### config.mk
export PLATFORM = sky130hd
export DESIGN_NAME = btn_debounce
export DESIGN_NICKNAME = d
export VERILOG_FILES = /design/src/rtl/btn_debounce.sv
export SDC_FILE = /design/constraint.sdc
export NUM_CORES = 1
export LEC_CHECK = 0
export CAP_MARGIN = 20
export CORE_ASPECT_RATIO = 0.5
export CORE_MARGIN = 2
export CORE_UTILIZATION = 30
export CTS_CLUSTER_DIAMETER = 80
export CTS_CLUSTER_SIZE = 12
export DETAILED_ROUTE_END_ITERATION = 16
export PLACE_DENSITY = 0.48
export SLEW_MARGIN = 0
export SYNTH_ARGS = -nofsm -noshare
export SYNTH_HDL_FRONTEND = slang
export SYNTH_SLANG_ARGS = --single-unit
### constraint.sdc
create_clock -name CLK -period 5.7 [get_ports CLK]
set_clock_uncertainty 0.15 [all_clocks]
set_input_delay 1.71 -clock CLK [delete_from_list [all_inputs] [get_ports CLK]]
set_output_delay 1.71 -clock CLK [all_outputs]
set_load 0.01 [all_outputs]
### src/rtl/btn_debounce.sv
// btn_debounce: N-channel push-button debouncer with a shared sample tick,
// press/release pulses and per-channel auto-repeat.
module btn_debounce #(
  parameter int N       = 3,
  parameter int DIV     = 1250000,
  parameter int STABLE  = 2,
  parameter int RPT_DLY = 20,
  parameter int RPT_PER = 4
) (
  input  logic         CLK,
  input  logic         RST,
  input  logic [N-1:0] nBIN,
  input  logic [N-1:0] RPT_EN,
  output logic [N-1:0] BLVL,
  output logic [N-1:0] BOUT,
  output logic [N-1:0] BREL,
  output logic         TICK
);

  localparam int DW   = $clog2(DIV);
  localparam int SW   = $clog2(STABLE + 1);
  localparam int RMAX = (RPT_DLY > RPT_PER) ? RPT_DLY : RPT_PER;
  localparam int RW   = $clog2(RMAX + 1);

  logic [DW-1:0] r_div;
  logic          w_tick;
  logic [N-1:0]  r_sync1;
  logic [N-1:0]  r_sync2;
  logic [N-1:0]  w_s;

  assign w_tick = (r_div == DW'(DIV - 1));
  assign TICK   = w_tick;

  always_ff @(posedge CLK or posedge RST) begin
    if (RST) begin
      r_div <= '0;
    end else if (w_tick) begin
      r_div <= '0;
    end else begin
      r_div <= r_div + DW'(1);
    end
  end

  // Synchronisers idle at the released (high) level.
  always_ff @(posedge CLK or posedge RST) begin
    if (RST) begin
      r_sync1 <= '1;
      r_sync2 <= '1;
    end else begin
      r_sync1 <= nBIN;
      r_sync2 <= r_sync1;
    end
  end

  assign w_s = ~r_sync2;

  for (genvar g = 0; g < N; g++) begin : g_ch
    logic [SW-1:0] r_stab;
    logic [RW-1:0] r_rpt;
    logic          r_lvl;
    logic          r_bout;
    logic          r_brel;
    logic [SW-1:0] w_inc;
    logic          w_diff;
    logic          w_acc;
    logic          w_press;
    logic          w_rel;
    logic          w_hit;

    assign w_inc   = r_stab + SW'(1);
    assign w_diff  = (w_s[g] != r_lvl);
    assign w_acc   = w_tick && w_diff && (w_inc == SW'(STABLE));
    assign w_press = w_acc && !r_lvl;
    assign w_rel   = w_acc && r_lvl;
    // A pending release holds off repeats so none fire after letting go.
    assign w_hit   = w_tick && !w_diff && r_lvl
                   && RPT_EN[g] && (r_rpt == RW'(1));

    always_ff @(posedge CLK or posedge RST) begin
      if (RST) begin
        r_stab <= '0;
        r_rpt  <= '0;
        r_lvl  <= 1'b0;
        r_bout <= 1'b0;
        r_brel <= 1'b0;
      end else begin
        r_bout <= w_press || w_hit;
        r_brel <= w_rel;
        if (w_tick) begin
          if (!w_diff) begin
            r_stab <= '0;
          end else if (w_acc) begin
            r_stab <= '0;
            r_lvl  <= w_s[g];
          end else begin
            r_stab <= w_inc;
          end

          if (w_press) begin
            r_rpt <= RPT_EN[g] ? RW'(RPT_DLY) : '0;
          end else if (!r_lvl || !RPT_EN[g] || w_rel) begin
            r_rpt <= '0;
          end else if (w_hit) begin
            r_rpt <= RW'(RPT_PER);
          end else if (r_rpt > RW'(1)) begin
            r_rpt <= r_rpt - RW'(1);
          end
        end
      end
    end

    assign BLVL[g] = r_lvl;
    assign BOUT[g] = r_bout;
    assign BREL[g] = r_brel;
  end

endmodule

==> metrics.md <==
| Metric | Value |
|---|---|
| Largest net degree at the start of global routing | 49 |
| Post-synthesis adder-cell area fraction | 4.26% |
| Worst-margin pin slew | 0.622 ns |
| Clock sink count | 57 |
| Met3 usage | 3.67% |
| Final HPWL DP | 4.02 mm |
| Setup Buffers After CTS | 0 |
| Clock share of power | 53.0% |
| Synthesized instance count | 303 |
| Synth top area share | 43.4% |
| Worst setup path start | r_div[0] |
| Site row count | 25 |
| Slew HR | 58.5% |
| Finished Cell Area | 3480 sq um |
| Comb power frac | 1.9% |
| Die height | 74.0 um |
| First-pass GRT wire length | 10.1 mm |
| DRT antenna net count | 0 |
| Vias in the first global route | 2,100 |
| Worst hold slack | 0.203 ns |
| Starting Density | 31.0% |
| Type of origin of the critical path | register |
| Clock latency on the worst-skew pair | 0.32 ns |
| Crit-path cells | ha_1 > and3_1 > and4_1 > nand2_1 > buf_4 > inv_2 > clkdlybuf4s50_1 |
| CTS max path bufs | 2 |
| Largest family of logic cells by synthesized area | simple AND/OR/NAND/NOR gates |
| Worst Path Required | 3.84 ns |
| Remaining global-route overflow | 0 |
| Total Wirelength | 5.83 mm |
| Compound-Gate Fraction of Synth Area | 11.0% |
| Setup repair after global routing missed its margin | false |
| Post-CTS sizing | 0 |
| HP Class | register to register |
| Syn avg cell area | 9.70 sq um |
| Max cap viols | 0 |
| PortBufs | 17 |
| Mapped Area | 2940 sq um |
| EDFF count, synth | 0 |
| #FFs+latches synth | 57 |
| XOR/XNOR Fraction of Synth Area | 6.56% |
| Ys Warns | 0 |
| Endpoints failing setup | 0 |
| CTS tree | built |
| Diodes inserted | 0 |
| Vias post-DR | 2,209 |
| Mux cell area share after synthesis | 1.70% |
| Sequential Power Share | 45.1% |
| # IOs | 18 |
| Final period util | 80.2% |
| Internal | 734 uW |
| Placed cells | 440 |
| Post-layout instance count excluding filler cells | 457 |
| Critical path's largest stage delay | 0.62 ns |
| Fmax | 219 MHz |
| Area grow syn2layout | 18.6% |
| Post-synthesis simple-gate area fraction | 22.3% |
| FF-to-FF Start | r_div[0] |
| DR vias/cell | 4.83 |
| Commonest non-fill, non-tap cell in the layout | dfrtp_1 |
| Setup Crit Path Kind | register to output pin |
| Lkg Pwr | 0.00148 uW |
| Area leader, netlist | dfrtp_1 |
| Placed cell areas | 3190 sq um |
| Initial antenna violation count | 0 |
| Drt pass-1 iters | 4 |
| CP Max Fanout | 23 |
| Die width | 144 um |
| Final #Nets | 335 |
| Final Hold Viols | 0 |
| Tmin final | 4.57 ns |
| Hold_sp | r_sync1[1] |
| Number of buffers created by CTS | 9 |
| Overall power | 914 uW |
| GRT met1 Usage | 16.2% |
| Hold Buf Count CTS | 0 |
| Psw | 180 uW |
| Async SR Flop Fraction | 100% |
| Fin. max-slew vios | 0 |
| Setup TNS | 0 ns |
| Top post-synthesis cells by area | dfrtp_1 (43%), dfstp_2 (5.4%), nand2_1 (4.7%) |
| VDD IR max | 163 uV |
| WL/cell | 12.8 um |
| Sw Ratio | 19.7% |
| H-tree levels | 3 |
| Routability congestion estimate | 0.814 |
| CTS Root Cell | clkbuf_16 |
| Synth unique cells | 47 |
| Critical-path top delay cell | clkdlybuf4s50_1 |
| Layout cell share with drive strength beyond 1 | 8.39% |
| GRT Total Usage | 12.2% |
| Crit. End Element | output pin |
| Outcome | completed |
| Clk pin slew, worst setup/hold paths | 0.05 ns |
| CORE AREA | 9480 sq um |
| GR Util met2 | 18.6% |
| Most Used Layer, Global Route | met2 |
| Power Density | 262 nW/um^2 |
| Register area share after synthesis | 48.8% |
| Crit path DAT | 2.71 ns |
| Initial DRC count | 137 |
| Most used flip-flop cell after synthesis | dfrtp_1 |
| Most frequent cells in the layout | dfrtp_1 (51), nand2_1 (37), nor2_1 (26) |
| DRC errors left | 0 |
| Die Area | 10,700 sq um |
| Syn nets | 321 |
==> power by group through the flow <==
stage | logic, uW | registers, uW | clock network (uW)
finish | 17.3 | 412 | 485
global route | 20.1 | 412 | 516
CTS | 16.5 | 412 | 500
detailed placement | 16.5 | 419 | 0
global placement | 16.1 | 419 | 0
floorplan | 8.15 | 417 | 0
==> routing by layer <==
layer	vias to the layer above	part of all wire, %
met4	0	2.0
met2	46	45
li1	1073	-
met1	1077	49
met3	13	3.9
met5	-	0
==> kinds of logic (layout without fill, tap and decap cells) <==
| kind of cell | count (synthesis) | in the layout |
|---|---|---|
| AOI/OAI and AO/OA | 48 | 48 |
| muxes | 5 | 5 |
| DFF | 57 | 57 |
| adders and majority gates | 10 | 10 |
| buffers and inverters | 32 | 51 |
| xor gates and xnor gates | 22 | 22 |
| and+or+nand+nor | 129 | 129 |
==> final timing paths <==
| path | endpoint | slack (ns) | cells past startpoint |
|---|---|---|---|
| setup / recovery | TICK | 1.13 | 7 |
| hold / removal | r_sync2[1] | 0.20 | 0 |
| setup reg to reg | g_ch[0].r_rpt[1] | 3.27 | 8 |
| hold reg to reg | r_sync2[1] | 0.20 | 0 |
| max in group asynchronous | r_sync1[0] | 3.34 | 3 |
| min in group asynchronous | r_div[20] | 1.50 | 2 |
==> state kept, by name, indices dropped and copies added (netlist names) <==
name and flops:
g_ch.r_bout 3, g_ch.r_brel 3, g_ch.r_lvl 3, g_ch.r_rpt 15
g_ch.r_stab 6, r_div 21, r_sync1 3, r_sync2 3
==> synthesized netlist by cell type (all sizes together), types with 2 or more instances <==
cell type and count:
o21ai 16, xor2 13, a21oi 9, dfrtp 51, nand3 15, xnor2 9, nor3 13, nor2b 3
and3 3, mux2i 5, inv 15, a21o 2, a31oi 6, ha 10, and4 3, o31ai 2
clkbuf 5, buf 12, o211ai 3, o22a 2, nor2 27, dfstp 6, nor3b 3, nor4b 3
nand4 3, nand2 37, or3 7, and2 7, or4 3
==> worst max-delay path, delay by kind of cell, from the launching register on <==
| kind | cells | cell delay (ns) |
|---|---|---|
| buf+inv | 3 | 1.18 |
| fa+ha+maj | 1 | 0.19 |
| simple gates | 3 | 0.63 |
| flops | 1 | 0.38 |
==> per-stage QoR <==
step	utilization [%]	worst slack, ns
floorplan	-	2.32
global placement	33.7	1.49
detailed placement	33.7	1.45
CTS	36.6	1.09
global route	36.8	0.946
finish	36.8	1.13
==> cell type report <==
cell class / count / area [sq um]
Timing Repair Buffer: 20 / 205
Clock buffer: 16 / 272
Tap cell: 135 / 169
Sequential cell: 57 / 1430
Fill cell: 929 / 5990
Inverter: 15 / 56.3
Multi-Input combinational cell: 214 / 1350
Power figures use the tool's default switching activity.
